[config.mk]
export PLATFORM = sky130hd
export DESIGN_NAME = dlsc_stereobm_pipe_best_flat
export DESIGN_NICKNAME = d
export VERILOG_FILES = /design/src/rtl/dlsc_stereobm_pipe_best_if.sv /design/src/rtl/dlsc_stereobm_pipe_best.sv /design/src/flat_wrapper.sv
export SDC_FILE = /design/constraint.sdc
export NUM_CORES = 1
export LEC_CHECK = 0
export CORE_MARGIN = 2
export CORE_UTILIZATION = 40
export DETAILED_ROUTE_END_ITERATION = 16
export MAX_ROUTING_LAYER = met4
export PLACE_DENSITY = 0.63
export SYNTH_ARGS = -nofsm -noshare
export SYNTH_HDL_FRONTEND = slang
export SYNTH_SLANG_ARGS = --single-unit
[constraint.sdc]
create_clock -name clk -period 9.8 [get_ports clk]
set_input_delay 1.47 -clock clk [delete_from_list [all_inputs] [get_ports clk]]
set_output_delay 1.47 -clock clk [all_outputs]
set_load 0.005 [all_outputs]
[src/rtl/dlsc_stereobm_pipe_best_if.sv]
// Bundle of the beat input and result output of the stereo BM best-disparity stage.
//   in_valid/in_first/in_last : beat qualifiers (no backpressure)
//   in_disp                   : disparity index of the beat
//   in_data                   : MULT_R SAD sums, row j at [j*SUM_BITS +: SUM_BITS]
//   out_valid                 : one-cycle result pulse per completed run
//   out_disp/out_sad          : winning disparity / SAD per row
//   out_filtered              : per-row uniqueness failure flag
// master = producer of beats / consumer of results, slave = the best-select stage.
interface dlsc_stereobm_pipe_best_if #(
  parameter int SUM_BITS  = 20,
  parameter int MULT_R    = 3,
  parameter int DISP_BITS = 6
);
  localparam int SUM_BITS_R = SUM_BITS * MULT_R;

  logic                          in_valid;
  logic                          in_first;
  logic                          in_last;
  logic [DISP_BITS-1:0]          in_disp;
  logic [SUM_BITS_R-1:0]         in_data;
  logic                          out_valid;
  logic [DISP_BITS*MULT_R-1:0]   out_disp;
  logic [SUM_BITS_R-1:0]         out_sad;
  logic [MULT_R-1:0]             out_filtered;

  modport master (
    output in_valid, in_first, in_last, in_disp, in_data,
    input  out_valid, out_disp, out_sad, out_filtered
  );

  modport slave (
    input  in_valid, in_first, in_last, in_disp, in_data,
    output out_valid, out_disp, out_sad, out_filtered
  );
endinterface

[src/rtl/dlsc_stereobm_pipe_best.sv]
// Best-disparity selection for stereo block matching.
// Sweeps a run of disparity beats (first..last) and tracks per row the minimum
// SAD, its disparity and the second-lowest SAD. One cycle after the last beat it
// emits the winner per row plus a uniqueness flag (best + best*UNIQ_MUL/16 >= second).
// Ports:
//   clk  : clock
//   rst  : synchronous active-high reset
//   bus  : slave side of dlsc_stereobm_pipe_best_if (beats in, results out)
module dlsc_stereobm_pipe_best #(
  parameter int SUM_BITS   = 20,
  parameter int MULT_R     = 3,
  parameter int DISP_BITS  = 6,
  parameter int UNIQ_MUL   = 4,
  parameter int SUM_BITS_R = SUM_BITS * MULT_R
) (
  input  logic                        clk,
  input  logic                        rst,
  dlsc_stereobm_pipe_best_if.slave    bus
);

  // Extended width for the uniqueness arithmetic so best*UNIQ_MUL never wraps.
  localparam int EXT_BITS = SUM_BITS + 5;
  localparam logic [EXT_BITS-1:0] UNIQ_EXT = EXT_BITS'(UNIQ_MUL);

  typedef enum logic {IDLE, ACTIVE} state_t;

  state_t                        r_state;
  logic                          r_out_valid;
  logic [DISP_BITS*MULT_R-1:0]   r_out_disp;
  logic [SUM_BITS_R-1:0]         r_out_sad;
  logic [MULT_R-1:0]             r_out_filtered;

  // A beat counts if it starts a run (any state) or continues one in ACTIVE.
  // Beats in IDLE without in_first are dropped.
  logic w_accept;
  logic w_end;
  assign w_accept = bus.in_valid & (bus.in_first | (r_state == ACTIVE));
  assign w_end    = w_accept & bus.in_last;

  logic [DISP_BITS*MULT_R-1:0]   w_disp_all;
  logic [SUM_BITS_R-1:0]         w_sad_all;
  logic [MULT_R-1:0]             w_filt_all;

  genvar gi;
  generate
    for (gi = 0; gi < MULT_R; gi++) begin : g_row
      logic [SUM_BITS-1:0]  w_sad;
      logic [SUM_BITS-1:0]  r_best;
      logic [SUM_BITS-1:0]  r_second;
      logic [DISP_BITS-1:0] r_bdisp;
      logic [SUM_BITS-1:0]  w_best_next;
      logic [SUM_BITS-1:0]  w_second_next;
      logic [DISP_BITS-1:0] w_bdisp_next;
      logic [EXT_BITS-1:0]  w_prod;
      logic [EXT_BITS-1:0]  w_margin;
      logic [EXT_BITS-1:0]  w_thresh;
      logic                 w_filt;

      assign w_sad = bus.in_data[gi*SUM_BITS +: SUM_BITS];

      // Strict compares so a tie never displaces the earlier disparity.
      always_comb begin
        w_best_next   = r_best;
        w_second_next = r_second;
        w_bdisp_next  = r_bdisp;
        if (bus.in_first) begin
          w_best_next   = w_sad;
          w_second_next = '1;
          w_bdisp_next  = bus.in_disp;
        end else if (w_sad < r_best) begin
          w_second_next = r_best;
          w_best_next   = w_sad;
          w_bdisp_next  = bus.in_disp;
        end else if (w_sad < r_second) begin
          w_second_next = w_sad;
        end
      end

      always_ff @(posedge clk) begin
        if (rst) begin
          r_best   <= '1;
          r_second <= '1;
          r_bdisp  <= '0;
        end else if (w_accept) begin
          r_best   <= w_best_next;
          r_second <= w_second_next;
          r_bdisp  <= w_bdisp_next;
        end
      end

      // Evaluated on the "next" values so the in_last beat takes part.
      assign w_prod   = EXT_BITS'(w_best_next) * UNIQ_EXT;
      assign w_margin = w_prod >> 4;
      assign w_thresh = EXT_BITS'(w_best_next) + w_margin;
      // With UNIQ_MUL=0 ties would still give best >= second, hence the explicit gate.
      assign w_filt   = (UNIQ_MUL != 0) && (w_thresh >= EXT_BITS'(w_second_next));

      assign w_disp_all[gi*DISP_BITS +: DISP_BITS] = w_bdisp_next;
      assign w_sad_all[gi*SUM_BITS +: SUM_BITS]    = w_best_next;
      assign w_filt_all[gi]                        = w_filt;
    end
  endgenerate

  always_ff @(posedge clk) begin
    if (rst) begin
      r_state        <= IDLE;
      r_out_valid    <= 1'b0;
      r_out_disp     <= '0;
      r_out_sad      <= '0;
      r_out_filtered <= '0;
    end else begin
      r_out_valid <= w_end;
      if (w_accept) begin
        r_state <= bus.in_last ? IDLE : ACTIVE;
      end
      if (w_end) begin
        r_out_disp     <= w_disp_all;
        r_out_sad      <= w_sad_all;
        r_out_filtered <= w_filt_all;
      end
    end
  end

  assign bus.out_valid    = r_out_valid;
  assign bus.out_disp     = r_out_disp;
  assign bus.out_sad      = r_out_sad;
  assign bus.out_filtered = r_out_filtered;

endmodule

[src/flat_wrapper.sv]
// flat-port wrapper written by rule: the top's interface ports become plain ports
module dlsc_stereobm_pipe_best_flat 
#(
  parameter int SUM_BITS   = 20,
  parameter int MULT_R     = 3,
  parameter int DISP_BITS  = 6,
  parameter int UNIQ_MUL   = 4,
  parameter int SUM_BITS_R = SUM_BITS * MULT_R
)
  (clk, rst, bus_in_valid, bus_in_first, bus_in_last, bus_in_disp, bus_in_data, bus_out_valid, bus_out_disp, bus_out_sad, bus_out_filtered);
  dlsc_stereobm_pipe_best_if #(.SUM_BITS(SUM_BITS), .MULT_R(MULT_R), .DISP_BITS(DISP_BITS)) bus_i ();
  input  logic clk;
  input  logic rst;
  input wire logic [$bits(bus_i.in_valid)-1:0] bus_in_valid;
  input wire logic [$bits(bus_i.in_first)-1:0] bus_in_first;
  input wire logic [$bits(bus_i.in_last)-1:0] bus_in_last;
  input wire logic [$bits(bus_i.in_disp)-1:0] bus_in_disp;
  input wire logic [$bits(bus_i.in_data)-1:0] bus_in_data;
  output wire logic [$bits(bus_i.out_valid)-1:0] bus_out_valid;
  output wire logic [$bits(bus_i.out_disp)-1:0] bus_out_disp;
  output wire logic [$bits(bus_i.out_sad)-1:0] bus_out_sad;
  output wire logic [$bits(bus_i.out_filtered)-1:0] bus_out_filtered;
  assign bus_i.in_valid = bus_in_valid;
  assign bus_i.in_first = bus_in_first;
  assign bus_i.in_last = bus_in_last;
  assign bus_i.in_disp = bus_in_disp;
  assign bus_i.in_data = bus_in_data;
  assign bus_out_valid = bus_i.out_valid;
  assign bus_out_disp = bus_i.out_disp;
  assign bus_out_sad = bus_i.out_sad;
  assign bus_out_filtered = bus_i.out_filtered;
  dlsc_stereobm_pipe_best #(.SUM_BITS(SUM_BITS), .MULT_R(MULT_R), .DISP_BITS(DISP_BITS), .UNIQ_MUL(UNIQ_MUL), .SUM_BITS_R(SUM_BITS_R)) u_core (.clk(clk), .rst(rst), .bus(bus_i));
endmodule
==> flow_metrics.py, run 1 <==
metrics = {
    "logic_synthesis": {
        "async_flop_share": 0,
        "synth_top_area_cell": "dfxtp_1",
        "yosys_warnings": 0,
        "synth_ff_type": "dfxtp_1",
        "synth_top_family_by_area": "compound AO/OA/AOI/OAI gates",
        "ys_seq_elements": 221,
        "yosysTopAreaCellShare": 0.262,
        "synthMuxAreaShare": 0.0733,
        "syn_inst": 2103,
        "ys_types": 69,
        "synth.avg_cell_area_um2": 8.02,
        "synth_compound_area_frac": 0.246,
        "seq_area_frac_synth": 0.262,
        "yosysMostFrequentCell": "ha_1",
        "synth_edf_count": 0,
        "synth_area_mm2": 0.0169,
        "synth_simple_gate_area_frac": 0.148,
        "yosys-top-cells-count": "225 x ha_1, 221 x dfxtp_1, 203 x nor2_1",
        "synth_xor_area_frac": 0.0244,
        "synthTopCellsByArea": "dfxtp_1 26%, ha_1 17%, mux2i_1 7.1%",
        "synth_fa_ha_area_frac": 0.174,
        "synth_nets": 2402,
    },
    "worst_setup_path": {
        "cp_num_buf_inv": 3,
        "worst-path-stages": 32,
        "rr_endpoint": "u_core.bus.out_filtered[2]$_SDFFE_PP0P_",
        "timing.rr.start": "u_core.g_row[2].r_best[1]$_SDFFE_PP1P_",
        "cpMaxStageDelayCell": "nor2_4",
        "crit_family": "compound AO/OA/AOI/OAI gates",
        "crit_arrival_ns": 8.63,
        "cp-endpoint": "u_core.bus.out_filtered[2]$_SDFFE_PP0P_",
        "cp-end-kind": "flop",
        "crit_start": "bus_in_data[41]",
        "worstPathRequired_ns": 10.25,
        "crit_fanout": 21,
        "path_common_cell": "o21ai_0",
        "criticalPathCategory": "in2reg",
        "startpoint_type": "input port",
        "rrSetupSlack_ns": 2.67,
        "r2r_cells": 32,
        "worst_path_largest_cell_delay_ns": 0.61,
    },
    "outcome": {
        "status": "complete, no violations",
    },
    "final_layout": {
        "syn_to_final_growth_pct": 17.5,
        "fin_area_mm2": 0.0198,
        "drive_gt1_frac": 0.0574,
        "seqCellArea_mm2": 0.00442,
        "final_nets": 2488,
        "fillers": 4060,
        "multiInputGateArea_mm2": 0.0113,
    },
    "floorplan": {
        "pin_count": 153,
        "fp.dieH_um": 209,
        "die_w_um": 209,
        "fp.dieArea_mm2": 0.0438,
        "coreArea_mm2": 0.0418,
        "num_rows": 75,
        "initial_core_util": 0.404,
    },
    "clock_tree": {
        "clk_pin_slew_ns": 0.06,
        "cts_tree": "yes",
        "clk_path_buf_depth": 3,
        "cts.sinks": 221,
        "insertion_delay_ns": 0.57,
        "cts_resized": 0,
        "clockRootBuffer": "clkbuf_16",
        "cts_hold_buf": 0,
        "htreeDepth": 1,
        "cts_setup_buffers": 0,
        "numCtsBuffers": 29,
    },
    "timing": {
        "final_max_slew_viol_count": 0,
        "post-route-min-period_ns": 8.18,
        "slew_headroom": 0.143,
        "setup_violations": 0,
        "final_hold_viol_count": 0,
        "clock_skew_ns": 0.0116,
        "tns_ns": 0,
        "worst_pin_slew_ns": 1.28,
        "max_freq_ghz": 0.122,
        "fin_crit_sh": 0.834,
        "rsz0062_at_grt": "false",
    },
    "global_route": {
        "grt_max_degree": 112,
        "antenna_found_initial": 1,
        "grt_pass1_wl_um": 81400,
        "grt_pass1_vias": 15100,
        "grt_util_all_layers": 0.234,
        "grt-ovfl-total": 0,
    },
    "placement": {
        "hpwl_um": 36500,
        "io_buffers": 152,
        "place_area_mm2": 0.0188,
        "place_congestion": 0.906,
    },
    "pwr": {
        "pwr-share-comb": 0.317,
        "p_switching_mw": 1.04,
        "fin_total_pwr_mw": 3.11,
        "p_leak_nw": 9.59,
        "p_int_mw": 2.07,
        "p_sw_frac": 0.336,
        "pwr-share-seq": 0.324,
        "ir_drop_v": 0.000118,
        "power_per_cell_area_mw_per_mm2": 157,
        "p_clk_frac": 0.360,
    },
    "detailed_routing": {
        "drtIter0Drc": 1035,
        "wire_per_inst_um": 18.2,
        "wirelength_um": 50100,
        "dr_total_vias": 15600,
        "viasPerCell": 5.66,
        "drc_errors": 0,
        "final_antenna_net_count": 0,
        "drt-pass1-iter-count": 5,
    },
    "hold_path": {
        "hold_class": "reg2reg",
    },
    "job": {
        "maxCapViolations": 0,
    },
}
## cell usage in the layout (no fill, tap or decap), types with 9 or more instances in the layout
| cell type | synthesis | layout |
|---|---|---|
| a21oi_1 | 124 | 120 |
| a21o_1 | 48 | 48 |
| a22o_1 | 20 | 20 |
| mux2i_1 | 119 | 119 |
| o211ai_1 | 99 | 99 |
| a211oi_1 | 75 | 75 |
| ha_1 | 225 | 225 |
| xor2_1 | 12 | 12 |
| o21a_1 | 24 | 24 |
| a22oi_1 | 21 | 21 |
| dfxtp_1 | 221 | 221 |
| or2_2 | 9 | 9 |
| a31oi_1 | 13 | 12 |
| nand4_1 | 15 | 15 |
| and3_1 | 9 | 9 |
| nor2b_1 | 20 | 20 |
| xnor2_1 | 35 | 35 |
| o22ai_1 | 23 | 23 |
| clkinv_2 | 0 | 9 |
| clkbuf_16 | 0 | 29 |
| nand2_1 | 186 | 186 |
| buf_4 | 0 | 23 |
| o21ai_0 | 58 | 58 |
| nor3_1 | 25 | 24 |
| o221a_2 | 19 | 19 |
| nand3_1 | 60 | 60 |
| clkdlybuf4s50_1 | 0 | 150 |
| inv_1 | 198 | 198 |
| nand2b_1 | 18 | 18 |
| nor2_1 | 203 | 202 |
## per-stage QoR
stage | hold slack, ns | utilization | instances | setup slack, ns
3_5_place_dp | 0.451 | 0.451 | 2697 | 1.05
6_report | 0.456 | 0.475 | 2752 | 1.62
3_3_place_gp | 0.443 | 0.451 | 2697 | 1.14
4_1_cts | 0.457 | 0.475 | 2751 | 1.64
2_1_floorplan | 0.436 | - | 2103 | 2.00
5_1_grt | 0.471 | 0.475 | 2752 | 0.950
## registers in the layout (all words and copies together) (netlist names)
name and count:
u_core.bus.out_filtered 3, u_core.bus.out_disp 18, u_core.r_state 1, u_core.g_row.r_second 60, u_core.g_row.r_best 60, u_core.bus.out_sad 60, u_core.bus.out_valid 1, u_core.g_row.r_bdisp 18
## worst min-delay path by stage
stage | start | cells past startpoint | endpoint | slack (ns)
6_report | u_core.g_row[2].r_bdisp[3]$_SDFFE_PP0P_ | 2 | u_core.g_row[2].r_bdisp[3]$_SDFFE_PP0P_ | 0.46
5_1_grt | u_core.g_row[2].r_bdisp[3]$_SDFFE_PP0P_ | 2 | u_core.g_row[2].r_bdisp[3]$_SDFFE_PP0P_ | 0.47
4_1_cts | u_core.g_row[2].r_bdisp[3]$_SDFFE_PP0P_ | 2 | u_core.g_row[2].r_bdisp[3]$_SDFFE_PP0P_ | 0.46
3_5_place_dp | u_core.g_row[2].r_bdisp[0]$_SDFFE_PP0P_ | 2 | u_core.g_row[2].r_bdisp[0]$_SDFFE_PP0P_ | 0.45
3_3_place_gp | u_core.g_row[0].r_bdisp[2]$_SDFFE_PP0P_ | 2 | u_core.g_row[0].r_bdisp[2]$_SDFFE_PP0P_ | 0.44
2_1_floorplan | u_core.g_row[2].r_bdisp[0]$_SDFFE_PP0P_ | 2 | u_core.g_row[2].r_bdisp[0]$_SDFFE_PP0P_ | 0.44
## worst min-delay path, stage by stage, from the launching register on
cell	delay, ns
dfxtp_1	0.31
nand2_1	0.05
a21oi_1	0.05
## power groups by stage
stage          clock, mW  sequential, mW  combinational [mW]
2_1_floorplan          0            1.01               0.693
3_3_place_gp           0            1.02               0.955
3_5_place_dp           0            1.02               0.977
4_1_cts             1.15            1.01               0.984
5_1_grt             1.19            1.01                1.11
6_report            1.12            1.01               0.985
## final cells by class
class                           instances  share of cell area
Clock buffer                           39              0.0410
Tap cell                              539              0.0340
Multi-Input combinational cell       1564               0.570
Inverter                              199              0.0377
Sequential cell                       221               0.223
Clock inverter                         15             0.00927
Timing Repair Buffer                  174              0.0847
Antenna cell                            1            0.000126
## routing by layer
| layer | vias up | GRT usage | routed length (um) |
|---|---|---|---|
| met1 | 7324 | 0.310 | 23400 |
| li1 | 7737 | - | - |
| met5 | - | - | 0 |
| met4 | 0 | 0.0613 | 1140 |
| met3 | 76 | 0.0352 | 3060 |
| met2 | 432 | 0.374 | 22500 |
## cells by family after synthesis
kind of cell               count (synthesis)
xor gates and xnor gates                  47
muxes                                    123
buffers and inverters                    318
AOI/OAI and AO/OA                        589
DFF                                      221
and+or+nand+nor                          571
adders and majority gates                234
(Power assumes the default switching activity.)
==> run 2, diff against run 1 <==
clock period = 7.9 ns   (was 9.8 ns; I/O delays follow)
==> flow_metrics.py, run 2 (synthesis results as in run 1) <==
metrics = {
    "clock_tree": {
        "cts_hold_buf": 0,
        "cts_setup_buffers": 0,
        "insertion_delay_ns": 0.57,
        "clk_path_buf_depth": 3,
        "numCtsBuffers": 28,
        "clk_pin_slew_ns": 0.06,
        "cts.sinks": 221,
        "cts_tree": "yes",
        "htreeDepth": 1,
        "clockRootBuffer": "clkbuf_16",
        "cts_resized": 0,
    },
    "placement": {
        "place_congestion": 0.918,
        "dp_slack_ns": -0.0226,
        "place_inst": 2741,
        "place_area_mm2": 0.0192,
        "io_buffers": 152,
        "hpwl_um": 37400,
    },
    "global_route": {
        "grt_util_all_layers": 0.235,
        "grt-ovfl-total": 0,
        "grt_use_met3": 0.0283,
        "grt_pass1_wl_um": 82200,
        "antenna_found_initial": 1,
        "grt_pass1_vias": 15100,
        "use_met2": 0.372,
        "grt_util_met1": 0.319,
        "grt_max_degree": 112,
        "busiest_layer": "met2",
    },
    "floorplan": {
        "initial_core_util": 0.404,
        "num_rows": 75,
        "fp.dieArea_mm2": 0.0438,
        "pin_count": 153,
        "die_w_um": 209,
        "fp.dieH_um": 209,
        "coreArea_mm2": 0.0418,
    },
    "timing": {
        "post-route-min-period_ns": 7.28,
        "tns_ns": 0,
        "rsz0062_at_grt": "false",
        "fin_ws_ns": 0.619,
        "fin_crit_sh": 0.922,
        "final_hold_viol_count": 0,
        "slew_headroom": 0.177,
        "clock_skew_ns": 0.0107,
        "worst_pin_slew_ns": 1.23,
        "setup_violations": 0,
        "max_freq_ghz": 0.137,
        "final_max_slew_viol_count": 0,
    },
    "detailed_routing": {
        "wirelength_um": 50600,
        "drtIter0Drc": 969,
        "wire_per_inst_um": 18.1,
        "viasPerCell": 5.63,
        "drt-pass1-iter-count": 5,
        "drc_errors": 0,
        "final_antenna_net_count": 0,
        "dr_total_vias": 15700,
    },
    "pwr": {
        "ir_drop_v": 0.000146,
        "power_per_cell_area_mw_per_mm2": 191,
        "p_leak_nw": 9.77,
        "fin_total_pwr_mw": 3.84,
    },
    "worst_setup_path": {
        "cp-end-kind": "flop",
        "cp_num_buf_inv": 2,
        "worst_path_largest_cell_delay_ns": 0.61,
        "crit_family": "compound AO/OA/AOI/OAI gates",
        "path_common_cell": "o21ai_0",
        "worstPathRequired_ns": 8.36,
        "startpoint_type": "input port",
        "crit_fanout": 12,
        "criticalPathCategory": "in2reg",
        "crit_arrival_ns": 7.74,
        "cpMaxStageDelayCell": "clkdlybuf4s50_1",
    },
    "final_layout": {
        "drive_gt1_frac": 0.0759,
        "final_nets": 2531,
        "fin_area_mm2": 0.0201,
        "final_cell_mix": "225 x ha_1, 221 x dfxtp_1, 202 x nor2_1",
        "finalNonFillerCells": 2793,
        "final_common_cell": "ha_1",
        "syn_to_final_growth_pct": 19.3,
    },
    "hold_path": {
        "hold_class": "reg2reg",
    },
    "job": {
        "maxCapViolations": 0,
    },
    "outcome": {
        "status": "complete, no violations",
    },
}
==> run 2: cell count changes in the layout (fill, tap and decap cells not counted), sizes merged <==
cell      previous run  this run
inv                199       198
clkinvlp             2         5
buf                 24        68
clkbuf              39        35
bufinv               4         3
==> run 2: path summary, 6_finish.rpt <==
kind / endpoint / from / cells after the start / slack (ns)
setup reg to reg: u_core.bus.out_filtered[0]$_SDFFE_PP0P_ / u_core.g_row[0].r_best[3]$_SDFFE_PP1P_ / 28 / 1.11
hold reg to reg: u_core.g_row[0].r_bdisp[1]$_SDFFE_PP0P_ / u_core.g_row[0].r_bdisp[1]$_SDFFE_PP0P_ / 2 / 0.45
hold / removal: u_core.g_row[0].r_bdisp[1]$_SDFFE_PP0P_ / u_core.g_row[0].r_bdisp[1]$_SDFFE_PP0P_ / 2 / 0.45
setup / recovery: u_core.bus.out_filtered[2]$_SDFFE_PP0P_ / bus_in_data[41] / 30 / 0.62
==> run 2: metrics by stage <==
step / util / hold WS [ns]
2_1_floorplan: - / 0.436
3_3_place_gp: 0.459 / 0.442
3_5_place_dp: 0.459 / 0.448
4_1_cts: 0.482 / 0.457
5_1_grt: 0.482 / 0.468
6_report: 0.482 / 0.454
==> run 2: per-layer routing <==
layer,up-vias,part of all wire,routed length [um]
met5,-,0,0
met4,0,0.020,987
met3,69,0.047,2380
met2,341,0.45,22800
met1,7511,0.48,24400
li1,7813,-,-
==> run 2: tightest hold or removal path: cells and delay by family, from the launching register on <==
kind / cells / cell delay, ns
flip-flops: 1 / 0.31
AND/OR/NAND/NOR: 1 / 0.05
AO/OA/AOI/OAI: 1 / 0.05
==> run 2: final cells by class <==
type,count,area [um2]
clock buffer,35,777
sequential,221,4420
clock inverter,16,190
timing repair buffer,218,2010
multi-input combinational,1564,11300
fill,4074,21600
antenna,1,2.50
inverter,199,748
tap,539,674
==> run 2: where the power goes <==
group | total, mW | leakage, nW | switching (mW) | internal, mW
logic | 1.25 | 7.49 | 0.702 | 0.546
clock network | 1.34 | 0.461 | 0.546 | 0.797
registers | 1.25 | 1.82 | 0.0611 | 1.19
==> run 3, diff against run 2 <==
CORE_UTILIZATION = 55   (was 40)
PLACE_DENSITY = 0.81   (was 0.63)
==> flow_metrics.py, run 3 (synthesis results as in run 1) <==
metrics = {
    "worst_setup_path": {
        "timing.rr.start": "u_core.g_row[0].r_best[9]$_SDFFE_PP1P_",
        "crit_family": "compound AO/OA/AOI/OAI gates",
        "crit_arrival_ns": 7.79,
        "path_common_cell": "a21o_1",
        "criticalPathCategory": "in2reg",
        "cp-end-kind": "flop",
        "worst_path_largest_cell_delay_ns": 0.48,
        "worstPathRequired_ns": 8.33,
        "rrSetupSlack_ns": 1.10,
        "rr_endpoint": "u_core.bus.out_filtered[0]$_SDFFE_PP0P_",
        "r2r_cells": 28,
        "cp_num_buf_inv": 2,
        "crit_fanout": 7,
        "startpoint_type": "input port",
        "cpMaxStageDelayCell": "clkdlybuf4s50_1",
    },
    "hold_path": {
        "hold_class": "reg2reg",
        "min_to": "u_core.g_row[0].r_bdisp[1]$_SDFFE_PP0P_",
        "min_path_cells": 2,
        "min_from": "u_core.g_row[0].r_bdisp[1]$_SDFFE_PP0P_",
    },
    "final_layout": {
        "syn_to_final_growth_pct": 17.3,
        "final_nets": 2513,
        "antenna_cells": 0,
        "fillers": 2537,
        "final_common_cell": "ha_1",
        "final_cell_mix": "225 x ha_1, 221 x dfxtp_1, 202 x nor2_1",
        "drive_gt1_frac": 0.0689,
    },
    "placement": {
        "place_congestion": 0.945,
        "hpwl_um": 34800,
        "io_buffers": 152,
    },
    "detailed_routing": {
        "viasPerCell": 6.15,
        "drc_errors": 0,
        "met3_length_um": 3150,
        "drtIter0Drc": 1241,
        "wire_per_inst_um": 18.3,
        "top_layer": "met4",
        "dr_total_vias": 16200,
        "drt-pass1-iter-count": 6,
        "wl_met2_um": 22400,
        "wirelength_um": 48100,
        "wl_met1_um": 21300,
        "final_antenna_net_count": 0,
    },
    "floorplan": {
        "fp.dieArea_mm2": 0.0321,
        "fp.dieH_um": 179,
        "pin_count": 153,
        "coreArea_mm2": 0.0304,
        "num_rows": 64,
        "die_w_um": 179,
        "initial_core_util": 0.555,
    },
    "timing": {
        "worst_pin_slew_ns": 1.23,
        "slew_headroom": 0.178,
        "clock_skew_ns": 0.0251,
        "final_hold_viol_count": 0,
        "post-route-min-period_ns": 7.36,
        "whs_ns": 0.458,
        "tns_ns": 0,
        "final_max_slew_viol_count": 0,
        "fin_crit_sh": 0.931,
        "setup_violations": 0,
        "max_freq_ghz": 0.136,
        "rsz0062_at_grt": "false",
    },
    "global_route": {
        "grt_pass1_wl_um": 77900,
        "grt_pass1_vias": 15600,
        "grt_util_all_layers": 0.305,
        "grt-ovfl-total": 0,
        "grt_max_degree": 106,
        "antenna_found_initial": 0,
    },
    "pwr": {
        "power_per_cell_area_mw_per_mm2": 192,
        "p_leak_nw": 9.68,
        "ir_drop_v": 0.000206,
    },
    "clock_tree": {
        "cts_tree": "yes",
        "clockRootBuffer": "clkbuf_16",
        "cts.sinks": 221,
        "clk_path_buf_depth": 3,
        "htreeDepth": 1,
        "clk_pin_slew_ns": 0.07,
        "numCtsBuffers": 26,
        "insertion_delay_ns": 0.55,
        "cts_setup_buffers": 0,
    },
    "job": {
        "maxCapViolations": 0,
    },
    "outcome": {
        "status": "complete, no violations",
    },
}
==> run 3: metal layers <==
| layer | GRT usage | vias up |
|---|---|---|
| met5 | - | - |
| li1 | - | 7809 |
| met3 | 0.0369 | 105 |
| met1 | 0.395 | 7683 |
| met4 | 0.0921 | 0 |
| met2 | 0.498 | 574 |
==> run 3: per-stage QoR <==
step	std cells	total power, mW	util	setup WS, ns	instance area, um2
floorplan	2103	2.11	-	0.381	16900
global placement	2582	2.44	0.620	0.270	18900
detailed placement	2582	2.49	0.620	0.0558	18900
CTS	2630	3.81	0.651	0.630	19800
global route	2630	4.01	0.651	0.0992	19800
finish	2630	3.81	0.651	0.543	19800
==> run 3: where the power goes <==
part / leakage [nW] / switching, mW / internal [mW] / total (mW)
sequential: 1.82 / 0.0612 / 1.19 / 1.25
combinational: 7.41 / 0.700 / 0.540 / 1.24
clock: 0.450 / 0.534 / 0.783 / 1.32
total: 9.68 / 1.29 / 2.51 / 3.81
==> run 3: worst max-delay path by stage <==
stage | start | to | slack, ns | cells after the start
2_1_floorplan | bus_in_data[1] | u_core.bus.out_filtered[0]$_SDFFE_PP0P_ | 0.38 | 28
3_3_place_gp | bus_in_data[18] | u_core.bus.out_filtered[0]$_SDFFE_PP0P_ | 0.27 | 28
3_5_place_dp | bus_in_data[18] | u_core.bus.out_filtered[0]$_SDFFE_PP0P_ | 0.06 | 28
4_1_cts | bus_in_data[18] | u_core.bus.out_filtered[0]$_SDFFE_PP0P_ | 0.63 | 28
5_1_grt | bus_in_data[15] | u_core.bus.out_filtered[0]$_SDFFE_PP0P_ | 0.1 | 28
6_report | bus_in_data[15] | u_core.bus.out_filtered[0]$_SDFFE_PP0P_ | 0.54 | 28
==> run 3: final cells by class <==
type | count | area [um2] | area share
inverter | 199 | 748 | 0.0378
clock inverter | 21 | 270 | 0.0137
sequential | 221 | 4420 | 0.223
clock buffer | 27 | 664 | 0.0336
multi-input combinational | 1564 | 11300 | 0.571
timing repair buffer | 202 | 1890 | 0.0954
tap | 396 | 495 | 0.0250
==> run 3: worst min-delay path, stage by stage, from the launching register on <==
cell and delay [ns]:
dfxtp_1 0.31, nand2_1 0.05, a21oi_1 0.05
==> run 3: repair_timing <==
| action | CTS | global route |
|---|---|---|
| hold buffers | 0 | 0 |
| gates resized for setup | 0 | 1 |
| endpoints found under the setup margin | 0 | 1 |
| endpoints found under the hold margin | 0 | 0 |
